===== config.mk =====
export PLATFORM = sky130hd
export DESIGN_NAME = mux_scan_ctrl_flat
export DESIGN_NICKNAME = d
export VERILOG_FILES = /design/src/rtl/mux_scan_ctrl_if.sv /design/src/rtl/mux_scan_ctrl.sv /design/src/flat_wrapper.sv
export SDC_FILE = /design/constraint.sdc
export NUM_CORES = 1
export LEC_CHECK = 0
export BUFFER_PORTS_ARGS = -buffer_cell sky130_fd_sc_hd__buf_4
export CAP_MARGIN = 20
export CORE_MARGIN = 2
export CORE_UTILIZATION = 30
export CTS_BUF_LIST = sky130_fd_sc_hd__clkbuf_4 sky130_fd_sc_hd__clkbuf_8
export DETAILED_ROUTE_END_ITERATION = 12
export GPL_TIMING_DRIVEN = 0
export PLACE_DENSITY = 0.49
export SYNTH_ARGS = -nofsm -noshare
export SYNTH_HDL_FRONTEND = slang
export SYNTH_SLANG_ARGS = --single-unit

===== constraint.sdc =====
create_clock -name clk -period 2.2 [get_ports clk]
set_input_delay 0.11 -clock clk [delete_from_list [all_inputs] [get_ports clk]]
set_output_delay 0.11 -clock clk [all_outputs]
set_load 0.1 [all_outputs]

===== src/rtl/mux_scan_ctrl_if.sv =====
// Handshake and mux-select bundle between mux_scan_ctrl (master) and its environment (slave).
// The parity signal exists only when SCAN_PARITY_EN is defined.
interface mux_scan_ctrl_if;
    logic       start;
    logic [1:0] sel;
    logic       f;
    logic [3:0] data;
    logic       valid;
    logic       ready;
    logic       busy;
`ifdef SCAN_PARITY_EN
    logic       parity;

    modport master (input start, f, ready, output sel, data, valid, busy, parity);
    modport slave  (output start, f, ready, input sel, data, valid, busy, parity);
`else
    modport master (input start, f, ready, output sel, data, valid, busy);
    modport slave  (output start, f, ready, input sel, data, valid, busy);
`endif
endinterface


===== src/rtl/mux_scan_ctrl.sv =====
// Scans the four inputs of an external 4:1 mux through sel/f and assembles them into one word.
// Optional feature: define SCAN_PARITY_EN to add a registered parity output (^data).
module mux_scan_ctrl #(
    parameter int SETTLE = 1
) (
    input logic            clk,
    input logic            rst_n,
    mux_scan_ctrl_if.master bus
);

    typedef enum logic [1:0] {IDLE, SCAN, HOLD} state_t;

    localparam logic [3:0] SETTLE_LAST = 4'(SETTLE - 1);

    state_t     state, state_nxt;
    logic [1:0] idx, idx_nxt;
    logic [3:0] cnt, cnt_nxt;
    logic [2:0] acc, acc_nxt;
    logic [1:0] sel_r, sel_nxt;
    logic [3:0] data_r, data_nxt;
    logic       valid_r, valid_nxt;
    logic       busy_r, busy_nxt;

    always_ff @(posedge clk or negedge rst_n) begin
        if (!rst_n) begin
            state   <= IDLE;
            idx     <= 2'd0;
            cnt     <= 4'd0;
            acc     <= 3'd0;
            sel_r   <= 2'd0;
            data_r  <= 4'd0;
            valid_r <= 1'b0;
            busy_r  <= 1'b0;
        end else begin
            state   <= state_nxt;
            idx     <= idx_nxt;
            cnt     <= cnt_nxt;
            acc     <= acc_nxt;
            sel_r   <= sel_nxt;
            data_r  <= data_nxt;
            valid_r <= valid_nxt;
            busy_r  <= busy_nxt;
        end
    end

    always_comb begin
        state_nxt = state;
        idx_nxt   = idx;
        cnt_nxt   = cnt;
        acc_nxt   = acc;
        sel_nxt   = sel_r;
        data_nxt  = data_r;
        valid_nxt = valid_r;
        busy_nxt  = busy_r;
        case (state)
            IDLE: begin
                if (bus.start) begin
                    state_nxt = SCAN;
                    idx_nxt   = 2'd0;
                    cnt_nxt   = 4'd0;
                    sel_nxt   = 2'd0;
                    busy_nxt  = 1'b1;
                end
            end
            SCAN: begin
                if (cnt == SETTLE_LAST) begin
                    cnt_nxt = 4'd0;
                    // The last bit goes straight into data so the word updates atomically.
                    if (idx == 2'd3) begin
                        data_nxt  = {bus.f, acc};
                        valid_nxt = 1'b1;
                        state_nxt = HOLD;
                        idx_nxt   = 2'd0;
                        sel_nxt   = 2'd0;
                    end else begin
                        acc_nxt[idx] = bus.f;
                        idx_nxt      = idx + 2'd1;
                        sel_nxt      = idx + 2'd1;
                    end
                end else begin
                    cnt_nxt = cnt + 4'd1;
                end
            end
            HOLD: begin
                if (bus.ready) begin
                    valid_nxt = 1'b0;
                    if (bus.start) begin
                        state_nxt = SCAN;
                        idx_nxt   = 2'd0;
                        cnt_nxt   = 4'd0;
                        sel_nxt   = 2'd0;
                    end else begin
                        state_nxt = IDLE;
                        busy_nxt  = 1'b0;
                    end
                end
            end
            default: begin
                state_nxt = IDLE;
                sel_nxt   = 2'd0;
                valid_nxt = 1'b0;
                busy_nxt  = 1'b0;
            end
        endcase
    end

    assign bus.sel   = sel_r;
    assign bus.data  = data_r;
    assign bus.valid = valid_r;
    assign bus.busy  = busy_r;

`ifdef SCAN_PARITY_EN
    logic parity_r;

    always_ff @(posedge clk or negedge rst_n) begin
        if (!rst_n) begin
            parity_r <= 1'b0;
        end else begin
            parity_r <= ^data_nxt;
        end
    end

    assign bus.parity = parity_r;
`endif

endmodule


===== src/flat_wrapper.sv =====
// flat-port wrapper written by rule: the top's interface ports become plain ports
module mux_scan_ctrl_flat 
#(
    parameter int SETTLE = 1
)
  (clk, rst_n, bus_start, bus_f, bus_ready, bus_sel, bus_data, bus_valid, bus_busy);
  mux_scan_ctrl_if bus_i ();
  input logic clk;
  input logic rst_n;
  input wire logic [$bits(bus_i.start)-1:0] bus_start;
  input wire logic [$bits(bus_i.f)-1:0] bus_f;
  input wire logic [$bits(bus_i.ready)-1:0] bus_ready;
  output wire logic [$bits(bus_i.sel)-1:0] bus_sel;
  output wire logic [$bits(bus_i.data)-1:0] bus_data;
  output wire logic [$bits(bus_i.valid)-1:0] bus_valid;
  output wire logic [$bits(bus_i.busy)-1:0] bus_busy;
  assign bus_i.start = bus_start;
  assign bus_i.f = bus_f;
  assign bus_i.ready = bus_ready;
  assign bus_sel = bus_i.sel;
  assign bus_data = bus_i.data;
  assign bus_valid = bus_i.valid;
  assign bus_busy = bus_i.busy;
  mux_scan_ctrl #(.SETTLE(SETTLE)) u_core (.clk(clk), .rst_n(rst_n), .bus(bus_i));
endmodule

Word-level counts from Yosys, hierarchy flattened
Cells that the tools add are included.
{"block": "op_classes", "bitwise": 3, "reduce_logical": 12, "n_lt_le_gt_ge": 2, "add_sub_neg": 2, "n_mux": 29, "n_eq_ne": 8}
{"operator": "$mux W2", "count": 10}
{"operator": "$pmux W2 S3", "count": 3}
{"operator": "$mux W4", "count": 3}
{"operator": "$pmux W4 S3", "count": 1}
{"operator": "$reduce_and A4 Y1", "count": 3}
{"operator": "$reduce_and A3 Y1", "count": 3}
{"operator": "$mux W1", "count": 8}
{"operator": "$ne A2 B2 Y1 const B", "count": 3}
{"operator": "$pmux W1 S3", "count": 2}
{"operator": "$add A4 B1 Y4 const B", "count": 1}
{"operator": "$eq A2 B2 Y1 const B", "count": 2}
{"operator": "$logic_not A4 Y1", "count": 1}
{"operator": "$ne A2 B1 Y1 const B", "count": 2}
{"operator": "$reduce_and A2 Y1", "count": 2}
{"operator": "$bwmux W3", "count": 1}
{"operator": "$lt A2 B3 Y1 const B", "count": 1}
{"operator": "$not A1 Y1", "count": 3}
{"operator": "$reduce_bool A3 Y1", "count": 1}
{"operator": "$add A2 B1 Y2 const B", "count": 1}
{"operator": "$demux W1 S2", "count": 1}
{"operator": "$eq A2 B1 Y1 const B", "count": 1}
{"operator": "$ge A2 B1 Y1 const B", "count": 1}
{"operator": "$logic_not A2 Y1", "count": 1}
{"operator": "$logic_and A1 B1 Y1", "count": 1}
{"block": "word_totals", "word_cells": 64, "regBits": 19, "output_inout_bits": 8, "in_bits": 5}

Depth between registers and ports, before layout
Gate-level depths: netlist of run 1.
{"block": "depth", "ltp_word": 5, "mapped_depth": 6, "depth_no_buf": 5}

Worst setup path before layout of run 1
Ideal clock, no wire load.
{"block": "synth_timing", "path_kind": "register to register", "from": "register u_core.cnt[0]", "to": "register u_core.data_r[0], in the netlist u_core.bus.data[0]", "setup_ps": 125, "required_ps": 2075, "arrival_ps": 1675, "path_stages_with_launch": 7, "synth_period_minus_slack_ps": 1800, "slack_ps": 400, "path_buffers": 1, "cell_sequence": "dfrtp_1 inv_1 ha_1 or3b_1 buf_2 nor3_4 mux2_2"}
{"block": "synth_between", "elab_chain_cells": 2}
{"element": "start: declaration", "line": "mux_scan_ctrl.sv:17", "text": "logic [3:0] cnt, cnt_nxt;"}
{"element": "start signal: assignment", "line": "mux_scan_ctrl.sv:37", "text": "cnt <= cnt_nxt;"}
{"element": "$logic_not A4 Y1", "line": "mux_scan_ctrl.sv:66", "text": "if (cnt == SETTLE_LAST) begin"}
{"element": "$reduce_and A3 Y1 (no source line)"}
{"element": "end signal: assignment", "line": "mux_scan_ctrl.sv:40", "text": "data_r <= data_nxt;"}
{"element": "end: declaration", "line": "mux_scan_ctrl.sv:20", "text": "logic [3:0] data_r, data_nxt;"}
Every way passes these cells.
A chain may end at the register's enable or synchronous reset.

Worst setup path after layout of run 1
{"block": "layout_timing", "from": "register u_core.cnt[0]", "to": "register u_core.data_r[1], in the netlist u_core.bus.data[1]"}
Same word-level chain as after synthesis.

==> impl_results.md, run 1 <==
- Cell variety after synth: 33
- CTS Buf Count: 3
- CP max FO: 6
- Vias: 706
- Required time worst endpoint: approximately 2.4 ns
- CTS H-tree lvls: 1
- CP Capture Point: u_core.bus.data[1]$_DFFE_PN0P_
- Clock root cell: clkbuf_4
- FMAX: 502 MHz
- Clock Pin Slew Worst Setup and Hold Paths: between 0.1 and 0.15 ns
- DIE WIDTH: 60.6 um
- Worst Skew: 0.00581 ns
- Startpoint Class: flop
- Status: finished, final reports clean
- Die Height: 60.6 um
- Total Wirelength: 1900 um
- Worst skew pair latency: 0.30 ns
- RR Endpoint: u_core.bus.data[1]$_DFFE_PN0P_
- Clk buf depth: 2
- Fin Setup TNS: 0 ns
- GRT Total Usage: 11.6%
- Largest net degree at the start of global routing: 20
- Average vias per placed instance: 4.90
- Synth Flop Type: dfrtp_1
- Data arrival, critical path: 2.19 ns
- Reg2Reg Depth: 6
- Crit end category: flop
- RSZ-0062 raised after global routing: false
- First-pass GRT wire length: 3210 um
- CP Class: reg2reg
- Grt total ovfl: 0
- Routed WL per cell: 13.2 um
- Slew HR: between 60 and 70%
- Remaining DRCs: 0
- Sequential share of the synthesized area: 49.4%
- HPWL Detailed: approximately 1400 um
- Syn Nets: 94
- Starting DRT DRC Count: 29
- Syn-to-layout area delta: 19.2%
- Count of final hold-check violations: 0
- Final #Nets: 112
- Clk sink count: 19
- R2r setup slk: 0.21 ns
- Number of flops mapped to enable cells by yosys: 0
- Post-DRT Antenna Nets: 0
- Yosys warns: 0
- FF-to-FF Start: u_core.cnt[0]$_DFFE_PN0P_
- Most frequent cells in the layout: 19 x dfrtp_1, 12 x buf_4, 7 x inv_1, 7 x mux2_2, 6 x ha_1
- Final min period: 1.99 ns
- Initial Utilization: 31.5%
- Initial antenna violation count: 0
- Die Area: around 0.0037 mm2
- Asr flop ratio synth: 100%
- Hold path depth: 2
- Post-Synthesis Cells: 83
- Commonest non-fill, non-tap cell in the layout: dfrtp_1
- Final count of negative-setup-slack endpoints: 0
- Max-slew violations: 0
- # IOs: 13
- Gp weighted congestion: 0.780
- Worst Hold Class: in2reg
- DR pass1 iterations: 6
- Layout cell share with drive strength beyond 1: 30.0%
- CORE AREA: 0.00305 mm2
- CTS tree: done
- Input/output buffers: 12
- Vias in the first global route: 690
- Post-CTS sizing: 0
- Antenna fix cells: 0
- Slew @ Worst Pin: 0.501 ns
- Post-synthesis instance area: 962 um2
- Yosys reg bits: 19
- Setup crit start: u_core.cnt[0]$_DFFE_PN0P_
- Max-Cap Viols: 0
- Avg Synthesized Cell Area: 11.6 um2
- Std cell rows: 20
- Tcrit/Tclk final: between 90 and 100%
## stage by stage
step,area [um2],hold slack [ns],cells,setup slack [ns],utilization [%]
after global routing,1150,0.0639,144,0.0532,37.6
final,1150,0.0620,144,0.206,37.6
after floorplan,962,-0.186,83,0.400,-
after detailed placement,1110,0.00583,139,0.182,36.3
after global placement,1110,0.00430,139,0.215,36.3
after CTS,1150,0.0655,144,0.164,37.6
## worst max-delay path: stages (launching register included)
cell     delay, ns
dfrtp_1       0.44
inv_1         0.08
ha_1          0.16
or3b_1        0.33
buf_2         0.16
nor3_4        0.34
mux2_2        0.38
## cell families (layout without fill, tap and decap cells)
kind of cell               after synthesis  in the layout  synth area share, %
adders and majority gates                6              6                 7.80
and+or+nand+nor                         20             20                 14.7
AOI/OAI and AO/OA                       20             20                 14.8
DFF                                     19             19                 49.4
buffers and inverters                   10             27                 4.03
muxes                                    8              8                 9.23
## state kept, by name, summed over array words and instances (netlist names)
name              cells
u_core.bus.valid      1
u_core.state          2
u_core.cnt            4
u_core.idx            2
u_core.bus.busy       1
u_core.bus.sel        2
u_core.bus.data       4
u_core.acc            3
## layer usage
metal	wire length [um]	part of all wire, %	vias to the layer above	GRT usage (%)
met5	0	0	-	0
met4	17	0.90	0	2.80
met3	77	4.1	2	2.13
met2	847	45	17	18.6
met1	956	50	350	16.4
li1	-	-	337	-
## Yosys cell counts, types with 2 or more instances
| master | instances | area [um2] |
|---|---|---|
| o21ai_0 | 3 | 15.0 |
| nand4_1 | 3 | 18.8 |
| mux2_2 | 7 | 78.8 |
| nand3_1 | 2 | 10.0 |
| ha_1 | 6 | 75.1 |
| nand2b_1 | 3 | 18.8 |
| inv_1 | 7 | 26.3 |
| dfrtp_1 | 19 | 475 |
| a211o_1 | 2 | 17.5 |
| clkbuf_1 | 2 | 7.51 |
| a21o_1 | 3 | 22.5 |
| nor3_1 | 2 | 10.0 |
| a21oi_1 | 4 | 20.0 |
## how the worst min path moves through the flow
stage	from	end	slack (ns)
floorplan	rst_n	u_core.acc[0]$_DFFE_PN0P_	-0.19
global placement	rst_n	u_core.bus.sel[0]$_DFFE_PN0P_	0.004
detailed placement	rst_n	u_core.bus.sel[0]$_DFFE_PN0P_	0.006
CTS	bus_f	u_core.acc[0]$_DFFE_PN0P_	0.07
global route	bus_f	u_core.acc[2]$_DFFE_PN0P_	0.06
finish	bus_f	u_core.acc[0]$_DFFE_PN0P_	0.06
## area by class of cell
type	count	area [um2]
Inverter	7	26.3
Fill cell	329	1910
Multi-Input combinational cell	54	448
Tap cell	44	55.1
Timing Repair Buffer	13	100
Buffer	3	12.5
Sequential cell	19	475
Clock buffer	4	30.0
## what timing repair did
action,in CTS,in global routing
hold endpoints to repair,19,0
hold buffers,1,0
endpoints found under the setup margin,0,0
setup buffers,0,0
Power of run 1 is not shown: default switching activity piles up to over one toggle a cycle in this logic, so the estimate is an artifact.
==> run 2, diff against run 1 <==
PLACE_DENSITY = not set   (was 0.49)
PLACE_DENSITY_LB_ADDON = 0.1   (was not set)
==> impl_results.md, run 2 (same netlist as run 1, synthesis figures left out) <==
- Input/output buffers: 12 (unchanged)
- Util after Layout: 37.5% (-0.082 points)
- Worst skew pair latency: 0.31 ns (about the same)
- Die Area: 0.00368 mm2 (unchanged)
- Grt total ovfl: 0 (unchanged)
- Vias in the first global route: 633 (-8.3%)
- CP max FO: 6 (unchanged)
- Max-slew violations: 0 (unchanged)
- Slew @ Worst Pin: 0.567 ns (+0.0653 ns)
- Startpoint Class: flop
- Vias: 687 (-2.7%)
- CORE AREA: 0.00305 mm2 (unchanged)
- Fillers: 311 (-5.5%)
- Fin Setup TNS: 0 ns (unchanged)
- # IOs: 13 (unchanged)
- Final count of negative-setup-slack endpoints: 0 (unchanged)
- Crit end category: flop
- CTS Buf Count: 3 (unchanged)
- CTS tree: done
- FMAX: 501 MHz (-0.14%)
- Count of final hold-check violations: 0 (unchanged)
- Clock Pin Slew Worst Setup and Hold Paths: 0.11 ns (about the same)
- Routed WL per cell: 13.2 um (+0.32%)
- Final min period: 2.00 ns (+0.00281 ns)
- Required time worst endpoint: 2.40 ns (about the same)
- Sequential cell area: 475 um2 (unchanged)
- CTS H-tree lvls: 1 (unchanged)
- RSZ-0062 raised after global routing: false
- Layout cell share with drive strength beyond 1: 30.0% (unchanged)
- Average vias per placed instance: 4.77 (-2.7%)
- Total Wirelength: 1900 um (+0.32%)
- Syn-to-layout area delta: 19.0%
- Post-DRT Antenna Nets: 0 (unchanged)
- Std cell rows: 20 (unchanged)
- Slew HR: 62.1% (-4.4 points)
- GRT Total Usage: 11.4% (-0.22 points)
- Die Height: 60.6 um (unchanged)
- CP Class: reg2reg
- Setup bufs post-CTS: 0 (unchanged)
- Final #Nets: 112 (unchanged)
- Clock root cell: clkbuf_4
- Antenna fix cells: 0 (unchanged)
- Commonest non-fill, non-tap cell in the layout: dfrtp_1
- Worst Hold Class: in2reg
- DR pass1 iterations: 4 (-2)
- Max-Cap Viols: 0 (unchanged)
- Most frequent cells in the layout: 19 x dfrtp_1, 12 x buf_4, 7 x inv_1, 7 x mux2_2, 6 x ha_1
- DIE WIDTH: 60.6 um (unchanged)
- Worst Skew: 0.00664 ns (+0.000831 ns)
- Gp weighted congestion: 0.708 (-9.2%)
- Remaining DRCs: 0 (unchanged)
- HPWL Detailed: 1340 um (-1.1%)
- Tcrit/Tclk final: 90.7% (+0.13 points)
- First-pass GRT wire length: 2970 um (-7.3%)
- Clk sink count: 19 (unchanged)
- Clk buf depth: 2 (unchanged)
- Area of the multi-input gates: 448 um2 (unchanged)
- Status: finished, final reports clean
- Largest net degree at the start of global routing: 20 (unchanged)
- Data arrival, critical path: 2.20 ns (about the same)
- Starting DRT DRC Count: 15 (-48%)
- Initial Utilization: 31.5% (unchanged)
- Initial antenna violation count: 0 (unchanged)
- Post-CTS Hold Buffers: 1 (unchanged)
- Post-CTS sizing: 0 (unchanged)
run 2: stage by stage:
stage	hold WS, ns	instances	worst slack, ns	cell area (um2)
2_1_floorplan	-0.186	83	0.400	962
3_3_place_gp	0.00403	139	0.190	1110
3_5_place_dp	0.00625	139	0.174	1110
4_1_cts	0.0546	144	0.155	1140
5_1_grt	0.0385	144	0.103	1140
6_report	0.0662	144	0.204	1140
run 2: cell type report:
type / count / share of cell area [%]
sequential: 19 / 41.5
multi-input combinational: 54 / 39.1
timing repair buffer: 13 / 8.74
tap: 44 / 4.81
inverter: 7 / 2.30
clock buffer: 3 / 1.97
buffer: 3 / 1.09
clock inverter: 1 / 0.437
run 2: path summary, 6_finish.rpt:
check,startpoint,end,slack (ns),cells past startpoint
worst max register to register,u_core.cnt[0]$_DFFE_PN0P_,u_core.bus.data[1]$_DFFE_PN0P_,0.20,6
worst max-delay path,u_core.cnt[0]$_DFFE_PN0P_,u_core.bus.data[1]$_DFFE_PN0P_,0.20,6
worst min-delay path,bus_f,u_core.bus.data[3]$_DFFE_PN0P_,0.07,2
worst min register to register,u_core.acc[0]$_DFFE_PN0P_,u_core.bus.data[0]$_DFFE_PN0P_,0.52,1
max in group asynchronous,rst_n,u_core.bus.data[2]$_DFFE_PN0P_,1.79,2
min in group asynchronous,rst_n,u_core.cnt[2]$_DFFE_PN0P_,0.20,2
run 2: layer usage:
| layer | up-vias | track usage (%) | share of wire, % |
|---|---|---|---|
| li1 | 338 | - | - |
| met3 | 2 | 3.84 | 3.7 |
| met2 | 12 | 18.1 | 47 |
| met1 | 335 | 14.7 | 48 |
| met4 | 0 | 3.73 | 0.79 |
| met5 | - | 0 | 0 |
run 2: worst max-delay path, stage by stage (launching register included):
cell,delay (ns)
dfrtp_1,0.44
inv_1,0.07
ha_1,0.15
or3b_1,0.34
buf_2,0.17
nor3_4,0.34
mux2_2,0.38
Power of run 2 is left out for the same reason.
==> run 3, diff against run 2 <==
CORE_UTILIZATION = 55   (was 30)
==> impl_results.md, run 3 (same netlist as run 1, synthesis figures left out) <==
- CP top delay family: simple AND/OR/NAND/NOR gates
- First-pass GRT wire length: 2600 um (-13%)
- CTS Buf Count: 3 (unchanged)
- Slowest cell on the critical path: dfrtp_1
- CTS H-tree lvls: 1 (unchanged)
- Clock root cell: clkbuf_4
- Fillers: 124 (-60%)
- Sequential cell area: 475 um2 (unchanged)
- RSZ-0062 raised after global routing: false
- Remaining DRCs: 0 (unchanged)
- Worst Skew: 0.00167 ns (-0.00497 ns)
- Worst Hold Class: in2reg
- Max-slew violations: 0 (unchanged)
- Clk buf depth: 2 (unchanged)
- Clk sink count: 19 (unchanged)
- Buf/Inv on CP: 2 (unchanged)
- Final #Nets: 112 (unchanged)
- Std cell rows: 15 (-25%)
- Slew @ Worst Pin: 0.477 ns (-0.0900 ns)
- Routed WL per cell: 13.7 um (+3.6%)
- # IOs: 13 (unchanged)
- Most frequent cells in the layout: 19 x dfrtp_1, 12 x buf_4, 7 x inv_1, 7 x mux2_2, 6 x ha_1
- Crit path largest cell delay: 0.44 ns (about the same)
- Crit end category: flop
- Largest net degree at the start of global routing: 20 (unchanged)
- Status: finished, final reports clean
- GRT Total Usage: 18.0% (+6.6 points)
- Clock Pin Slew Worst Setup and Hold Paths: 0.10 ns (about the same)
- Total Wirelength: 1600 um (-16%)
- Setup bufs post-CTS: 0 (unchanged)
- Final hold slack: 0.0619 ns (-0.00430 ns)
- HPWL Detailed: 1160 um (-14%)
- FF-to-FF Start: u_core.cnt[0]$_DFFE_PN0P_
- CP Class: reg2reg
- Starting DRT DRC Count: 8 (-7)
- R2r setup slk: 0.23 ns (+0.02 ns)
- Fin Setup TNS: 0 ns (unchanged)
- Max-Cap Viols: 0 (unchanged)
- Hold path depth: 2 (unchanged)
- RR Endpoint: u_core.bus.data[3]$_DFFE_PN0P_
- Average vias per placed instance: 5.83 (+22%)
- Reg2Reg Depth: 6 (unchanged)
- Worst hold endpoint: u_core.acc[0]$_DFFE_PN0P_
- Slew HR: 68.1% (+6.0 points)
- CORE AREA: 0.00169 mm2 (-45%)
- Worst Hold Launch: bus_f
- Post-DRT Antenna Nets: 0 (unchanged)
- Grt total ovfl: 0 (unchanged)
- Syn-to-layout area delta: 15.7%
- CP max FO: 6 (unchanged)
- Post-CTS Hold Buffers: 1 (unchanged)
- Gp weighted congestion: 0.747 (+5.6%)
- Final count of negative-setup-slack endpoints: 0 (unchanged)
- DIE WIDTH: 45.8 um (-24%)
- Critical-path cell list: inv_1 -> ha_1 -> or3b_1 -> buf_2 -> nor3_4 -> mux2_2
- Post-CTS sizing: 0 (unchanged)
- FMAX: 507 MHz (+1.2%)
- Count of final hold-check violations: 0 (unchanged)
- Initial Utilization: 57.0% (+25 points)
- Tcrit/Tclk final: 89.7% (-1.0 points)
- Antenna fix cells: 0 (unchanged)
- CTS tree: done
- Layout cell share with drive strength beyond 1: 30.0% (unchanged)
- Die Height: 45.8 um (-24%)
- Area of the multi-input gates: 448 um2 (unchanged)
- DR pass1 iterations: 4 (unchanged)
- Data arrival, critical path: 2.17 ns (-0.03 ns)
- Worst skew pair latency: 0.30 ns (about the same)
- Commonest non-fill, non-tap cell in the layout: dfrtp_1
- Final min period: 1.97 ns (-0.0228 ns)
- Vias in the first global route: 611 (-3.5%)
- Required time worst endpoint: 2.39 ns (about the same)
- Util after Layout: 65.9% (+28 points)
- Input/output buffers: 12 (unchanged)
- Startpoint Class: flop
- Vias: 682 (-0.73%)
- Die Area: 0.00210 mm2 (-43%)
- Initial antenna violation count: 0 (unchanged)
==> run 3: cell type report <==
type	instances	area share (%)
Buffer	3	1.12
Clock buffer	4	2.70
Inverter	7	2.36
Tap cell	17	1.91
Multi-Input combinational cell	54	40.2
Timing Repair Buffer	13	8.99
Sequential cell	19	42.7
==> run 3: how the worst max path moves through the flow <==
stage | depth (start not counted) | end | slack [ns] | startpoint
detailed placement | 6 | u_core.bus.data[3]$_DFFE_PN0P_ | 0.22 | u_core.cnt[0]$_DFFE_PN0P_
global route | 6 | u_core.bus.data[3]$_DFFE_PN0P_ | 0.12 | u_core.cnt[1]$_DFFE_PN0P_
finish | 6 | u_core.bus.data[3]$_DFFE_PN0P_ | 0.23 | u_core.cnt[0]$_DFFE_PN0P_
global placement | 6 | u_core.bus.data[2]$_DFFE_PN0P_ | 0.27 | u_core.cnt[0]$_DFFE_PN0P_
floorplan | 6 | u_core.bus.data[0]$_DFFE_PN0P_ | 0.40 | u_core.cnt[0]$_DFFE_PN0P_
CTS | 6 | u_core.bus.data[3]$_DFFE_PN0P_ | 0.20 | u_core.cnt[0]$_DFFE_PN0P_
==> run 3: through the flow <==
stage	area, um2	setup slack, ns	cells
floorplan	962	0.400	83
global placement	1070	0.267	112
detailed placement	1070	0.223	112
CTS	1110	0.199	117
global route	1110	0.123	117
finish	1110	0.226	117
==> run 3: worst reg2reg max path: stages, from the launching register on <==
cell	delay [ns]
dfrtp_1	0.44
inv_1	0.08
ha_1	0.15
or3b_1	0.34
buf_2	0.17
nor3_4	0.32
mux2_2	0.38
==> run 3: per-layer routing <==
metal	wire, um	global-route usage (%)
met5	0	0
met4	35	8.57
met3	72	4.76
met1	765	22.1
met2	730	29.3
Power of run 3 is left out for the same reason.
